File: src/rtl/interp_result_writer_if.sv
// Signal bundle between the bilinear interpolator, the result writer and the
// result-SRAM write port.
//
// Handshakes:
//   Pixel side: I_VALID/I_DATA come straight from the interpolator and have no
//   ready. A pixel is present for exactly one cycle, and only that cycle.
//   Write side: WEN is an active-low valid and W_READY is the ready. A write
//   transfers at a rising edge where WEN=0 and W_READY=1. While WEN=0 and
//   W_READY=0, W_ADDR and W_DATA hold their values. WEN returns to 1 without
//   a transfer only on START (head write abandoned) or RST.
interface interp_result_writer_if;
  logic       START;
  logic [7:0] I_DATA;
  logic       I_VALID;
  logic       WEN;
  logic [8:0] W_ADDR;
  logic [7:0] W_DATA;
  logic       W_READY;
  logic       BUSY;
  logic       DONE;
  logic       OVF;
  logic [7:0] MIN_PIX;
  logic [7:0] MAX_PIX;

  // Side that drives the pixel stream and grants SRAM writes.
  modport master (
    output START, I_DATA, I_VALID, W_READY,
    input  WEN, W_ADDR, W_DATA, BUSY, DONE, OVF, MIN_PIX, MAX_PIX
  );

  // The result writer itself.
  modport slave (
    input  START, I_DATA, I_VALID, W_READY,
    output WEN, W_ADDR, W_DATA, BUSY, DONE, OVF, MIN_PIX, MAX_PIX
  );
endinterface

File: src/rtl/interp_result_writer.sv
// interp_result_writer: absorbs the interpolator's 289-pixel output stream
// (which cannot be stalled) into a small FIFO and drains it into the result
// SRAM through a back-pressured write port. Reports BUSY, a DONE pulse, a
// sticky overflow flag, and optional per-frame min/max.
//
// Build option: define STATS_EN to build the min/max statistics; without it
// MIN_PIX and MAX_PIX are tied to 0.
module interp_result_writer #(
  parameter int         DEPTH     = 8,
  parameter logic [8:0] BASE_ADDR = 9'd0
) (
  input  logic                  clk,
  input  logic                  RST,
  interp_result_writer_if.slave bus,
  output logic [1:0]            state_dbg
);

  localparam int          AW       = $clog2(DEPTH);
  localparam logic [AW:0] FULL_CNT = (AW+1)'(DEPTH);
  localparam logic [AW:0] PTR_ONE  = (AW+1)'(1);
  localparam logic [8:0]  LAST_IDX = 9'd288;

  typedef enum logic [1:0] {
    IDLE    = 2'd0,
    COLLECT = 2'd1,
    FLUSH   = 2'd2
  } state_t;

  state_t      state;
  logic [16:0] mem [DEPTH];
  logic [AW:0] wr_ptr;
  logic [AW:0] rd_ptr;
  logic [AW:0] count;
  logic [8:0]  in_idx;
  logic        busy_q;
  logic        done_q;
  logic        ovf_q;
  logic        empty;
  logic        full;
  logic        pop;
  logic        take;
  logic        push;
  logic        drop;
  logic        frame_end;
  logic [16:0] head;

  // FIFO status and per-cycle push/pop/drop decisions.
  always_comb begin
    count     = wr_ptr - rd_ptr;
    empty     = (count == '0);
    full      = (count == FULL_CNT);
    pop       = !empty && bus.W_READY;
    take      = bus.I_VALID && (state == COLLECT);
    // A full FIFO still accepts a pixel when the head leaves in the same cycle.
    push      = take && (!full || pop);
    drop      = take && full && !pop;
    frame_end = (state == FLUSH) && empty;
    head      = mem[rd_ptr[AW-1:0]];
  end

  // FIFO storage: each entry is {pixel index, pixel value}; no reset needed.
  always_ff @(posedge clk) begin
    if (push && !bus.START && !RST) begin
      mem[wr_ptr[AW-1:0]] <= {in_idx, bus.I_DATA};
    end
  end

  // Frame FSM, FIFO pointers, pixel counter and status flags.
  always_ff @(posedge clk) begin
    if (RST) begin
      state  <= IDLE;
      wr_ptr <= '0;
      rd_ptr <= '0;
      in_idx <= '0;
      busy_q <= 1'b0;
      done_q <= 1'b0;
      ovf_q  <= 1'b0;
    end else if (bus.START) begin
      // START restarts from any state and discards whatever is queued.
      state  <= COLLECT;
      wr_ptr <= '0;
      rd_ptr <= '0;
      in_idx <= '0;
      busy_q <= 1'b1;
      done_q <= 1'b0;
      ovf_q  <= 1'b0;
    end else begin
      done_q <= 1'b0;
      if (push) wr_ptr <= wr_ptr + PTR_ONE;
      if (pop)  rd_ptr <= rd_ptr + PTR_ONE;
      if (drop) ovf_q  <= 1'b1;
      case (state)
        COLLECT: begin
          // Dropped pixels still advance the index so later pixels keep
          // their addresses and the drop leaves a hole.
          if (take) begin
            in_idx <= in_idx + 9'd1;
            if (in_idx == LAST_IDX) state <= FLUSH;
          end
        end
        FLUSH: begin
          if (frame_end) begin
            state  <= IDLE;
            busy_q <= 1'b0;
            done_q <= 1'b1;
          end
        end
        default: ;
      endcase
    end
  end

  // Write port is fed from FIFO storage and pointer registers only.
  // The address add wraps modulo 512 by width.
  assign bus.WEN    = empty;
  assign bus.W_ADDR = empty ? 9'd0 : (BASE_ADDR + head[16:8]);
  assign bus.W_DATA = empty ? 8'd0 : head[7:0];
  assign bus.BUSY   = busy_q;
  assign bus.DONE   = done_q;
  assign bus.OVF    = ovf_q;
  assign state_dbg  = state;

`ifdef STATS_EN
  logic [7:0] run_min;
  logic [7:0] run_max;
  logic [7:0] min_q;
  logic [7:0] max_q;

  // Running min/max over accepted pixels; published when the frame completes.
  always_ff @(posedge clk) begin
    if (RST) begin
      run_min <= 8'hFF;
      run_max <= 8'h00;
      min_q   <= 8'h00;
      max_q   <= 8'h00;
    end else if (bus.START) begin
      run_min <= 8'hFF;
      run_max <= 8'h00;
    end else begin
      if (push) begin
        if (bus.I_DATA < run_min) run_min <= bus.I_DATA;
        if (bus.I_DATA > run_max) run_max <= bus.I_DATA;
      end
      if (frame_end) begin
        min_q <= run_min;
        max_q <= run_max;
      end
    end
  end

  assign bus.MIN_PIX = min_q;
  assign bus.MAX_PIX = max_q;
`else
  assign bus.MIN_PIX = 8'h00;
  assign bus.MAX_PIX = 8'h00;
`endif

endmodule

File: src/flat_wrapper.sv
// flat-port wrapper written by rule: the top's interface ports become plain ports
module interp_result_writer_flat 
#(
  parameter int         DEPTH     = 8,
  parameter logic [8:0] BASE_ADDR = 9'd0
)
  (clk, RST, state_dbg, bus_START, bus_I_DATA, bus_I_VALID, bus_W_READY, bus_WEN, bus_W_ADDR, bus_W_DATA, bus_BUSY, bus_DONE, bus_OVF, bus_MIN_PIX, bus_MAX_PIX);
  interp_result_writer_if bus_i ();
  input  logic clk;
  input  logic RST;
  output logic [1:0] state_dbg;
  input wire logic [$bits(bus_i.START)-1:0] bus_START;
  input wire logic [$bits(bus_i.I_DATA)-1:0] bus_I_DATA;
  input wire logic [$bits(bus_i.I_VALID)-1:0] bus_I_VALID;
  input wire logic [$bits(bus_i.W_READY)-1:0] bus_W_READY;
  output wire logic [$bits(bus_i.WEN)-1:0] bus_WEN;
  output wire logic [$bits(bus_i.W_ADDR)-1:0] bus_W_ADDR;
  output wire logic [$bits(bus_i.W_DATA)-1:0] bus_W_DATA;
  output wire logic [$bits(bus_i.BUSY)-1:0] bus_BUSY;
  output wire logic [$bits(bus_i.DONE)-1:0] bus_DONE;
  output wire logic [$bits(bus_i.OVF)-1:0] bus_OVF;
  output wire logic [$bits(bus_i.MIN_PIX)-1:0] bus_MIN_PIX;
  output wire logic [$bits(bus_i.MAX_PIX)-1:0] bus_MAX_PIX;
  assign bus_i.START = bus_START;
  assign bus_i.I_DATA = bus_I_DATA;
  assign bus_i.I_VALID = bus_I_VALID;
  assign bus_i.W_READY = bus_W_READY;
  assign bus_WEN = bus_i.WEN;
  assign bus_W_ADDR = bus_i.W_ADDR;
  assign bus_W_DATA = bus_i.W_DATA;
  assign bus_BUSY = bus_i.BUSY;
  assign bus_DONE = bus_i.DONE;
  assign bus_OVF = bus_i.OVF;
  assign bus_MIN_PIX = bus_i.MIN_PIX;
  assign bus_MAX_PIX = bus_i.MAX_PIX;
  interp_result_writer #(.DEPTH(DEPTH), .BASE_ADDR(BASE_ADDR)) u_core (.clk(clk), .RST(RST), .bus(bus_i), .state_dbg(state_dbg));
endmodule
File: config.mk
export PLATFORM = sky130hd
export DESIGN_NAME = interp_result_writer_flat
export DESIGN_NICKNAME = d
export VERILOG_FILES = /design/src/rtl/interp_result_writer_if.sv /design/src/rtl/interp_result_writer.sv /design/src/flat_wrapper.sv
export SDC_FILE = /design/constraint.sdc
export NUM_CORES = 1
export LEC_CHECK = 0
export BUFFER_PORTS_ARGS = -buffer_cell sky130_fd_sc_hd__buf_4
export CORE_MARGIN = 4
export CORE_UTILIZATION = 44
export CTS_CLUSTER_DIAMETER = 150
export DETAILED_ROUTE_END_ITERATION = 10
export PLACE_DENSITY = 0.62
export RECOVER_POWER = 100
export SYNTH_ARGS = -nofsm -noshare
export SYNTH_HDL_FRONTEND = slang
export SYNTH_SLANG_ARGS = --single-unit
File: constraint.sdc
create_clock -name clk -period 8.3 [get_ports clk]
set_clock_uncertainty 0.2 [all_clocks]
set_input_delay 0.83 -clock clk [delete_from_list [all_inputs] [get_ports clk]]
set_output_delay 0.83 -clock clk [all_outputs]
set_load 0.05 [all_outputs]
Word level (Yosys, flattened, before mapping)
Memory sizes are Yosys's and may differ from the RTL's. A register that Yosys moved wholly into a read port is not among the register bits.
Index checks and enable logic that the tools add are counted.

storage, ports and cells
  bits in registers = 22
  latch bits = 0
  memory bits (writable) = 136
  memory bits (read-only) = 0
  word-level logic and storage cells = 64
  memories kept = 1

memory list
  memory      depth  width  read ports  clocked after Yosys merged registers in  write ports  line                        RTL
  u_core.mem  8      17     1           1                                        1            interp_result_writer.sv:30  logic [16:0] mem [DEPTH];

operators by class
  add/subtract/negate cells = 4
  multiply operators = 0
  divide/modulo/power cells = 0
  $lt $le $gt $ge = 0
  equality and inequality tests = 10
  shift operators = 0
  multiplexer cells = 15
  bitwise gates (word level) = 1
  reductions and logical operators = 25

operators by type and width
  cell                                            count
  adder 9 x 1 -> 9 bit (second input constant)    1
  == test 9 bit (second input constant)           1
  2-to-1 mux 9 bit                                1
  adder 4 x 1 -> 4 bit (second input constant)    2
  logical AND 1 bit                               8
  2-to-1 mux 8 bit                                1
  AND reduction 4 bit                             2
  2-to-1 mux 1 bit                                7
  2-to-1 mux 2 bit                                3
  2-to-1 mux 3 bit                                2
  != test 3 x 2 -> 1 bit (second input constant)  2
  nonzero test 2 bit                              3
  logical NOT 1 bit                               5
  == test 4 bit (second input constant)           1
  logical NOT 4 bit                               1
  != test 2 x 1 -> 1 bit (second input constant)  2
  one-hot mux 2 bit (2 select lines)              1
  AND reduction 2 bit                             2
  subtractor 4 bit                                1
  != test 3 bit (second input constant)           1
  nonzero test 3 bit                              1
  OR reduction 3 bit                              1
  == test 2 x 1 -> 1 bit (second input constant)  1
  == test 2 bit (second input constant)           1
  4 further kinds                                 4

Logic depth before layout (Yosys ltp)
Gate-level depths: netlist of run 1.

  depth after elaboration = 10
  depth in mapped cells = 8
  gate-level depth less buffers = 8

Worst setup path before layout of run 1
No wires, ideal clock.

  kind = input to register
  from = input bus_I_VALID
  to = memory u_core.mem[1][0] (enable)
  library setup time = 0.441 ns
  arrival = 3.263 ns
  setup slack = 4.396 ns
  stages = 4
  buffers on the path = 1
  path through = and3b_1 > clkbuf_1 > nand2_1 > nor4b_1

between the ends
  longest elaborated chain between the ends = 6

ends and longest elaborated chain
  item                                    line                        RTL
  start, declared                         flat_wrapper.sv:14          input wire logic [$bits(bus_i.I_VALID)-1:0] bus_I_VALID;
  logical AND 1 bit                       interp_result_writer.sv:53  take = bus.I_VALID && (state == COLLECT);
  logical AND 1 bit                       interp_result_writer.sv:55  push = take && (!full || pop);
  logical AND 1 bit (2 in series)         interp_result_writer.sv:63  if (push && !bus.START && !RST) begin
  2-to-1 mux 1 bit                        interp_result_writer.sv:63
  2-to-1 mux 1 bit (implied by the code)  interp_result_writer.sv:64  mem[wr_ptr[AW-1:0]] <= {in_idx, bus.I_DATA};
  end, declared                           interp_result_writer.sv:30

No other way between the ends.

Worst setup path in the final report of run 1
  from = register u_core.wr_ptr[2]
  to = output bus_WEN

between the ends
  longest elaborated chain between the ends = 2

ends and longest elaborated chain
  item                    line                        RTL
  start, declared         interp_result_writer.sv:31  logic [AW:0] wr_ptr;
  start signal, assigned  interp_result_writer.sv:89  if (push) wr_ptr <= wr_ptr + PTR_ONE;
  subtractor 4 bit        interp_result_writer.sv:49  count = wr_ptr - rd_ptr;
  logical NOT 4 bit       interp_result_writer.sv:50  empty = (count == '0);
  end, declared           flat_wrapper.sv:16          output wire logic [$bits(bus_i.WEN)-1:0] bus_WEN;

No other way between the ends.

==> flow_summary.toml, run 1 <==
[drt]
drc = 0
wl_per_cell_um = 19.34
drt_iter0_drc = 249
wl_mm = 12.22
vias = 3382
routed_via_density = 5.351
first_pass_iters = 4
ant_nets = 0

[grt]
overflow = 0
grt_max_degree = 35
grt_pass1_vias = 3365
grt_pass1_wl_mm = 18.82
grt_usage = 0.1549
antenna_found_initial = 0

[timing]
setup_viol = 0
drv_slew = 0
hold_viol_final = 0
fin_tns_setup_ps = 0
setup_ws_ps = 3860
relSlewSlack = 0.02952
tightest_slew_ps = 1456
finalCritPeriodShare = 0.5350
fmax_ghz = 0.2252
min_period_ps = 4440
grt_setup_unrepaired = "false"

[clock_tree]
h-tree-depth = 4
numClockSinks = 161
postCtsSetupBuffers = 0
cts-buffers-inserted = 17
path_clk_slew_ps = 60
postCtsHoldBufs = 0
cts_tree = "yes"
clkLatencyLatePin_ps = 420
cts_resized = 0
cts_buffer_depth = 2
cts_root_buf = "clkbuf_16"

[min_path]
hp-start = "u_core.bus.OVF$_SDFFE_PP0P_"
min_path_type = "reg -> reg"

[power_and_ir_drop]
power_mw = 1.705
sw_frac_of_total = 0.2086
sequentialPowerShare = 0.512
p_sw_mw = 0.3557
clkPwrFrac = 0.452
power_frac_comb = 0.036
p_int_mw = 1.350
vdd_drop_max_mv = 0.1301
power_density_nw_per_um2 = 230.0
leakagePower_nw = 2.337

[synthesis]
synth_seq_area_share = 0.7019
avgSynthCellArea_um2 = 16.83
syn_inst = 388
ys_top_cells_by_area = "edfxtp_1 (63%), mux4_2 (12%), dfxtp_1 (7.7%)"
yosysUniqueCellTypes = 41
synth-seq-cells = 161
netlist_area_um2 = 6531
synth.top_cell.area_share = 0.6253
yosys_warnings = 0
synth_top_cell_by_area = "edfxtp_1"

[outcome]
status = "finished clean"

[die]
die_area_um2 = 16860
pin_count = 52
initial_core_util = 0.4494
die_h_um = 129.8
rows = 44
core_um2 = 14530
die_w_um = 129.8

[setup_path]
arrival_ps = 3410
crit_family = "buffers and inverters"
crit_chain = "ha_1, a21oi_1, a21oi_1, or4_1, inv_1, clkbuf_1"
r2r_start = "u_core.wr_ptr[2]$_SDFFE_PP0P_"
cpMostUsedCell = "a21oi_1"
startpoint_type = "flip-flop"
crit_path_max_incr_delay_ps = 700
cpMaxStageDelayCell = "inv_1"
path_buf_inv = 2
crit_fanout = 24
required_ps = 7270
critPathKind = "reg -> out"
crit_start = "u_core.wr_ptr[2]$_SDFFE_PP0P_"
endpoint_kind = "primary output"

[layout]
finalNonFillerCells = 632
finalInstanceArea_um2 = 7415
nets = 455
diodes = 0
layout_commonest_cell = "edfxtp_1"
drive_above_1_share = 0.1674
syn2layout_area_growth_pct = 13.52
final_cell_mix = "edfxtp_1 (136), clkbuf_1 (39), nor2_1 (35), mux4_2 (34), dfxtp_1 (24)"

[flow_run]
max-cap-violations = 0

[placed_design]
hpwlAfterDp_mm = 7.023
dp_slack_ps = 4863
dpl.cell_count = 600
port_buffers = 35
place_congestion = 0.7915
placed_cell_area_um2 = 6988
## state kept, by name (all words and copies together) (netlist names), named ones only
name	flops
u_core.bus.DONE	1
u_core.bus.OVF	1
u_core.in_idx	9
u_core.mem	136
u_core.rd_ptr	4
u_core.state_dbg	2
u_core.bus.BUSY	1
u_core.wr_ptr	4
## per-layer routing
| layer | global-route usage | up-vias | wire length [um] |
|---|---|---|---|
| li1 | - | 1578 | - |
| met1 | 0.2011 | 1733 | 5368 |
| met2 | 0.2527 | 66 | 6349 |
| met3 | 0.03684 | 5 | 439 |
| met4 | 0.06418 | 0 | 62 |
| met5 | 0 | - | 0 |
## Yosys cell counts
master,n
a21oi_1,14
a21oi_2,1
a311o_1,1
a311oi_1,2
a31oi_1,2
and3_1,3
and3_4,1
and3b_1,1
and4_1,1
buf_1,1
buf_2,6
buf_4,17
clkbuf_1,8
conb_1,1
dfxtp_1,25
edfxtp_1,136
ha_1,7
inv_1,9
inv_2,1
mux2i_1,17
mux4_2,34
nand2_1,15
nand2b_1,1
nand3_1,5
nand3b_1,2
nand4_1,6
nor2_1,35
nor3_1,3
nor3b_1,2
nor4_1,1
nor4b_1,2
o211a_1,1
o211ai_1,1
o21ai_0,9
o31ai_1,1
or2_2,1
or3_1,4
or4_1,1
or4_4,1
xnor2_1,3
xor2_1,6
## layout make-up
cell class | instances | area [um2]
clock inverters | 12 | 130.1
clock buffers | 20 | 466.7
fillers | 1243 | 7119
multi-input cells | 200 | 1773
flip-flops and latches | 161 | 4586
repair buffers | 45 | 191.4
inverters | 10 | 37.54
well taps | 184 | 230.2
## final timing paths
| kind | end | slack (ps) | depth (start not counted) |
|---|---|---|---|
| worst max register to register | u_core.mem[7][15]$_DFFE_PP_ | 4420 | 7 |
| worst min register to register | u_core.bus.OVF$_SDFFE_PP0P_ | 280 | 2 |
| worst max-delay path | bus_WEN | 3860 | 6 |
| worst min-delay path | u_core.bus.OVF$_SDFFE_PP0P_ | 280 | 2 |
## metrics by stage
step                      hold slack [ps]  utilization
after CTS                           289.5       0.5219
after global routing                337.6       0.5102
final                               283.0       0.5102
after floorplan                     280.4            -
after detailed placement            269.6       0.4808
after global placement              251.8       0.4808
## power by group through the flow
stage	clock network (mW)	registers, mW	logic [mW]
global route	0.822	0.874	0.0657
floorplan	0	0.893	0.0512
detailed placement	0	0.891	0.0673
CTS	0.789	0.874	0.0674
global placement	0	0.891	0.0662
finish	0.771	0.874	0.0608
## cells by family after synthesis
| logic type | count (synthesis) | share of synthesized area |
|---|---|---|
| buffers and inverters | 42 | 0.03506 |
| AND/OR/NAND/NOR | 85 | 0.06475 |
| AO/OA/AOI/OAI | 32 | 0.02893 |
| flip-flops | 161 | 0.7019 |
| multiplexers | 51 | 0.1433 |
| other | 1 | 0.0005742 |
| XOR/XNOR | 9 | 0.01207 |
| adder cells (fa/ha/maj) | 7 | 0.01341 |
## worst register-to-register path, stage by stage (launching register included)
cell and delay, ps:
dfxtp_1 460, ha_1 330, a21oi_1 260, a21oi_1 140
o211ai_1 350, nand2_1 150, nor3_1 780, clkbuf_1 820
Note: power is estimated with default switching activity, not from simulation.
==> run 2, diff against run 1 <==
Clock period 8.3 ns to 4.5 ns, I/O delays scaled along.
==> run 2 against run 1 <==
Compared with the run above: combinational power up 84%; flip-flop and latch count is the same; critical path depth unchanged; first-iteration DRC count is 0.80% lower; worst hold slack lost 200 ps; cell count grew 0.32%; worst setup slack got worse by 3200 ps; core utilization decreased by 0.24 points; clock-buffer cell count increased by 6.
==> flow_summary.toml, run 2 (synthesis results as in run 1) <==
[outcome]
status = "finished clean"

[setup_path]
r2r-end = "u_core.mem[6][15]$_DFFE_PP_"
r2r_start = "u_core.wr_ptr[2]$_SDFFE_PP0P_"
r2r_setup_slack_ps = 860
critPathKind = "reg -> out"
rr_worst_depth = 7
crit_fanout = 24
startpoint_type = "flip-flop"
endpoint_kind = "primary output"
required_ps = 3850
arrival_ps = 3220

[drt]
vias = 3398
drc = 0
wl_mm = 12.30
routed_via_density = 5.360
ant_nets = 0
first_pass_iters = 4
drt_iter0_drc = 247
wl_per_cell_um = 19.40

[grt]
grt_pass1_vias = 3579
grt_pass1_wl_mm = 19.64
grt_usage = 0.1572
grt_max_degree = 25
antenna_found_initial = 0
overflow = 0

[min_path]
hold_depth = 3
hp-start = "bus_START"
min_to = "u_core.state_dbg[0]$_SDFFE_PP0P_"
min_path_type = "in -> reg"

[layout]
layout_commonest_cell = "edfxtp_1"
largest_reg_flops = 136
diodes = 0
syn2layout_area_growth_pct = 12.99
drive_above_1_share = 0.1600
n_fill_cell = 1241
finalNonFillerCells = 634
final_cell_mix = "edfxtp_1 (136), clkbuf_1 (43), nor2_1 (35), mux4_2 (34), dfxtp_1 (24)"
nets = 457

[power_and_ir_drop]
power_density_nw_per_um2 = 410.8
power_mw = 3.031
vdd_drop_max_mv = 0.3016
leakagePower_nw = 2.327

[flow_run]
max-cap-violations = 0

[clock_tree]
cts-buffers-inserted = 17
cts_buffer_depth = 2
cts_tree = "yes"
postCtsHoldBufs = 1
cts_root_buf = "clkbuf_16"
cts_resized = 0
postCtsSetupBuffers = 0
numClockSinks = 161
h-tree-depth = 4
path_clk_slew_ps = 60
clkLatencyLatePin_ps = 420

[timing]
setup_viol = 0
fmax_ghz = 0.2586
hold_viol_final = 0
relSlewSlack = 0.03507
min_period_ps = 3867
finalCritPeriodShare = 0.8593
drv_slew = 0
grt_setup_unrepaired = "false"
tightest_slew_ps = 1447
fin_tns_setup_ps = 0

[die]
die_w_um = 129.8
die_h_um = 129.8
initial_core_util = 0.4494
die_area_um2 = 16860
core_um2 = 14530
pin_count = 52
rows = 44

[placed_design]
place_congestion = 0.7441
hpwlAfterDp_mm = 7.577
port_buffers = 35
dpl.cell_count = 601
run 2: worst max-delay path by stage:
| stage | from | to | slack [ps] |
|---|---|---|---|
| 4_1_cts | u_core.wr_ptr[2]$_SDFFE_PP0P_ | bus_W_ADDR[7] | 940 |
| 3_5_place_dp | u_core.wr_ptr[2]$_SDFFE_PP0P_ | bus_W_ADDR[2] | 1420 |
| 5_1_grt | u_core.wr_ptr[2]$_SDFFE_PP0P_ | bus_WEN | 430 |
| 3_3_place_gp | u_core.wr_ptr[2]$_SDFFE_PP0P_ | bus_W_ADDR[7] | 1500 |
| 6_report | u_core.wr_ptr[2]$_SDFFE_PP0P_ | bus_WEN | 630 |
| 2_1_floorplan | u_core.rd_ptr[2]$_SDFFE_PP0N_ | u_core.mem[1][0]$_DFFE_PP_ | 610 |
run 2: critical path, stage by stage (launching register included):
cell and delay (ps):
dfxtp_1 470, ha_1 350, a21oi_1 260, a21oi_1 150, or4_1 580, inv_2 450
clkbuf_1 520
run 2: metal layers:
metal  global-route usage  vias to the layer above  routed length, um
li1                     -                     1577                  -
met1               0.2006                     1721               5351
met2               0.2584                       88               6176
met3              0.04748                       12                590
met4              0.05318                        0                179
met5                    0                        -                  0
run 2: through the flow:
step / setup WS, ps / hold slack (ps) / area, um2 / utilization
finish: 633.2 / 86.09 / 7380 / 0.5077
global route: 427.7 / 128.5 / 7380 / 0.5077
CTS: 940.9 / 48.12 / 7553 / 0.5197
detailed placement: 1416 / 261.2 / 6995 / 0.4813
global placement: 1502 / 254.7 / 6995 / 0.4813
floorplan: 610.3 / 280.4 / 6588 / -
run 2: final cells by class:
cell class	count	area, um2	area share
clock buffer	26	519.2	0.07036
clock inverter	6	28.78	0.003900
inverter	10	37.54	0.005086
multi-input combinational	200	1773	0.2403
sequential	161	4586	0.6214
tap	184	230.2	0.03120
timing repair buffer	47	205.2	0.02781
run 2: power breakdown:
part,internal (mW),switching (mW)
registers,1.61,0.00476
clock network,0.787,0.519
logic,0.0203,0.0915
total,2.42,0.615
==> run 3, diff against run 2 <==
Settings changed: ABC_AREA from default to 1, ABC_CLOCK_PERIOD_IN_PS from default to 4500, PLACE_DENSITY 0.62 to 0.61.
==> run 3 against run 2 <==
Compared with the run above: worst hold slack better by 28 ps; via count up 27%; cell count up 31%; sequential power about the same; total power up 11%; clock-buffer cell count down 5; first-iteration DRC count up 2.0%; routed wire length up 11%; cell area up 1.8%; combinational power rose to 4.1 times the previous value.
==> flow_summary.toml, run 3 <==
[timing]
finalCritPeriodShare = 0.8292
hold_viol_final = 0
relSlewSlack = 0.1175
hold_ws_ps = 113.7
fin_tns_setup_ps = 0
tightest_slew_ps = 1324
setup_viol = 0
grt_setup_unrepaired = "false"
setup_ws_ps = 768.7
drv_slew = 0
fmax_ghz = 0.2680
min_period_ps = 3731

[grt]
grt_pass1_wl_mm = 22.00
grt_max_degree = 69
overflow = 0
grt_pass1_vias = 4277
use_met3 = 0.04466
top_usage_layer = "met2"
antenna_found_initial = 0
grt_usage = 0.1627
grtUsageMet1 = 0.1993
use_met2 = 0.2825

[placed_design]
hpwlAfterDp_mm = 8.201
dpl.cell_count = 797
port_buffers = 35
placed_cell_area_um2 = 7167
dp_slack_ps = 1775
place_congestion = 0.7323

[synthesis]
avgSynthCellArea_um2 = 11.47
synthArstFlopShare = 0
syn_inst = 591
yosys_warnings = 0
synth_seq_area_share = 0.6761
yosysMostFrequentCell = "nand2_1"
synth_common_cells = "nand2_1 (150), edfxtp_1 (136), nor2_1 (47), a21oi_1 (46), inv_1 (28)"
synth.top_cell.area_share = 0.6023
netlist_area_um2 = 6780
synth_enable_flop_cells = 136
ys_top_cells_by_area = "edfxtp_1 (60%), nand2_1 (8.3%), dfxtp_1 (7.4%)"
synth_top_cell_by_area = "edfxtp_1"
yosysUniqueCellTypes = 34
synth-main-ff-cell = "edfxtp_1"
synth-seq-cells = 161

[min_path]
hold_depth = 3
min_path_type = "in -> reg"

[power_and_ir_drop]
power_density_nw_per_um2 = 445.8
power_mw = 3.351
leakagePower_nw = 2.613
vdd_drop_max_mv = 0.2793

[die]
rows = 45
core_um2 = 15150
initial_core_util = 0.4477
die_w_um = 132.1
die_area_um2 = 17460
die_h_um = 132.1
pin_count = 52

[flow_run]
max-cap-violations = 0

[drt]
routed_via_density = 5.198
vias = 4314
wl_per_cell_um = 16.48
drc = 0
ant_nets = 0
wl_mm = 13.68
first_pass_iters = 5
drt_iter0_drc = 252

[clock_tree]
h-tree-depth = 4
numClockSinks = 161
clkLatencyLatePin_ps = 420
postCtsSetupBuffers = 0
cts_buffer_depth = 2
path_clk_slew_ps = 60
cts-buffers-inserted = 17
cts_tree = "yes"
cts_root_buf = "clkbuf_16"

[layout]
fin_util = 0.4962
nets = 649
final_cell_mix = "nand2_1 (152), edfxtp_1 (136), nor2_1 (49), a21oi_1 (46), clkbuf_1 (43)"
finalNonFillerCells = 830
drive_above_1_share = 0.06698
largest_reg_flops = 136
finalInstanceArea_um2 = 7516
diodes = 0
layout_commonest_cell = "nand2_1"
syn2layout_area_growth_pct = 10.85

[setup_path]
endpoint_kind = "primary output"
arrival_ps = 3080
required_ps = 3850
startpoint_type = "flip-flop"
critPathKind = "reg -> out"
rr_worst_depth = 10
crit_fanout = 17

[outcome]
status = "finished clean"
[run 3: path summary, 6_finish.rpt]
path                                 startpoint                                to  slack (ps)
setup / recovery  u_core.wr_ptr[2]$_SDFFE_PP0P_                     bus_W_DATA[0]         770
hold reg to reg     u_core.bus.OVF$_SDFFE_PP0P_       u_core.bus.OVF$_SDFFE_PP0P_         270
setup reg to reg  u_core.wr_ptr[2]$_SDFFE_PP0P_        u_core.mem[2][5]$_DFFE_PP_        1090
hold / removal                        bus_START  u_core.state_dbg[0]$_SDFFE_PP0P_         110
[run 3: layout make-up]
cell class / count / area [um2]
sequential: 161 / 4587
tap: 188 / 235.2
fill: 1368 / 7630
multi-input combinational: 366 / 1831
clock inverter: 11 / 71.32
clock buffer: 21 / 440.4
timing repair buffer: 49 / 224.0
inverter: 34 / 127.6
[run 3: report_power, final]
part	internal, mW	switching [mW]
Clock	0.743	0.519
Sequential	1.61	0.0159
Combinational	0.0935	0.365
[run 3: what timing repair did]
| item | in CTS | in global routing |
|---|---|---|
| hold endpoints to repair | 2 | 0 |
| hold buffers | 1 | 0 |
| resized for setup | 0 | 0 |
[run 3: worst max-delay path, stage by stage (launching register included)]
cell and delay, ps:
dfxtp_1 450, ha_1 300, or2_0 250, nand3_1 110, nand2_1 60, nand2_1 280, inv_1 450, nor2_1 240
clkbuf_1 500
[run 3: kinds of logic (layout without fill, tap and decap cells)]
| logic type | Yosys count | count (layout) | synth area share |
|---|---|---|---|
| buffers and inverters | 79 | 115 | 0.05831 |
| other | 1 | 16 | 0.0005531 |
| AO/OA/AOI/OAI | 110 | 110 | 0.1044 |
| AND/OR/NAND/NOR | 229 | 229 | 0.1425 |
| XOR/XNOR | 4 | 4 | 0.005166 |
| flip-flops | 161 | 161 | 0.6761 |
| adder cells (fa/ha/maj) | 7 | 7 | 0.01292 |
[run 3: per-layer routing]
layer  up-vias  share of wire
li1       2121              -
met1      2078           0.44
met2       100           0.51
met3        15          0.042
met4         0          0.011
met5         -              0
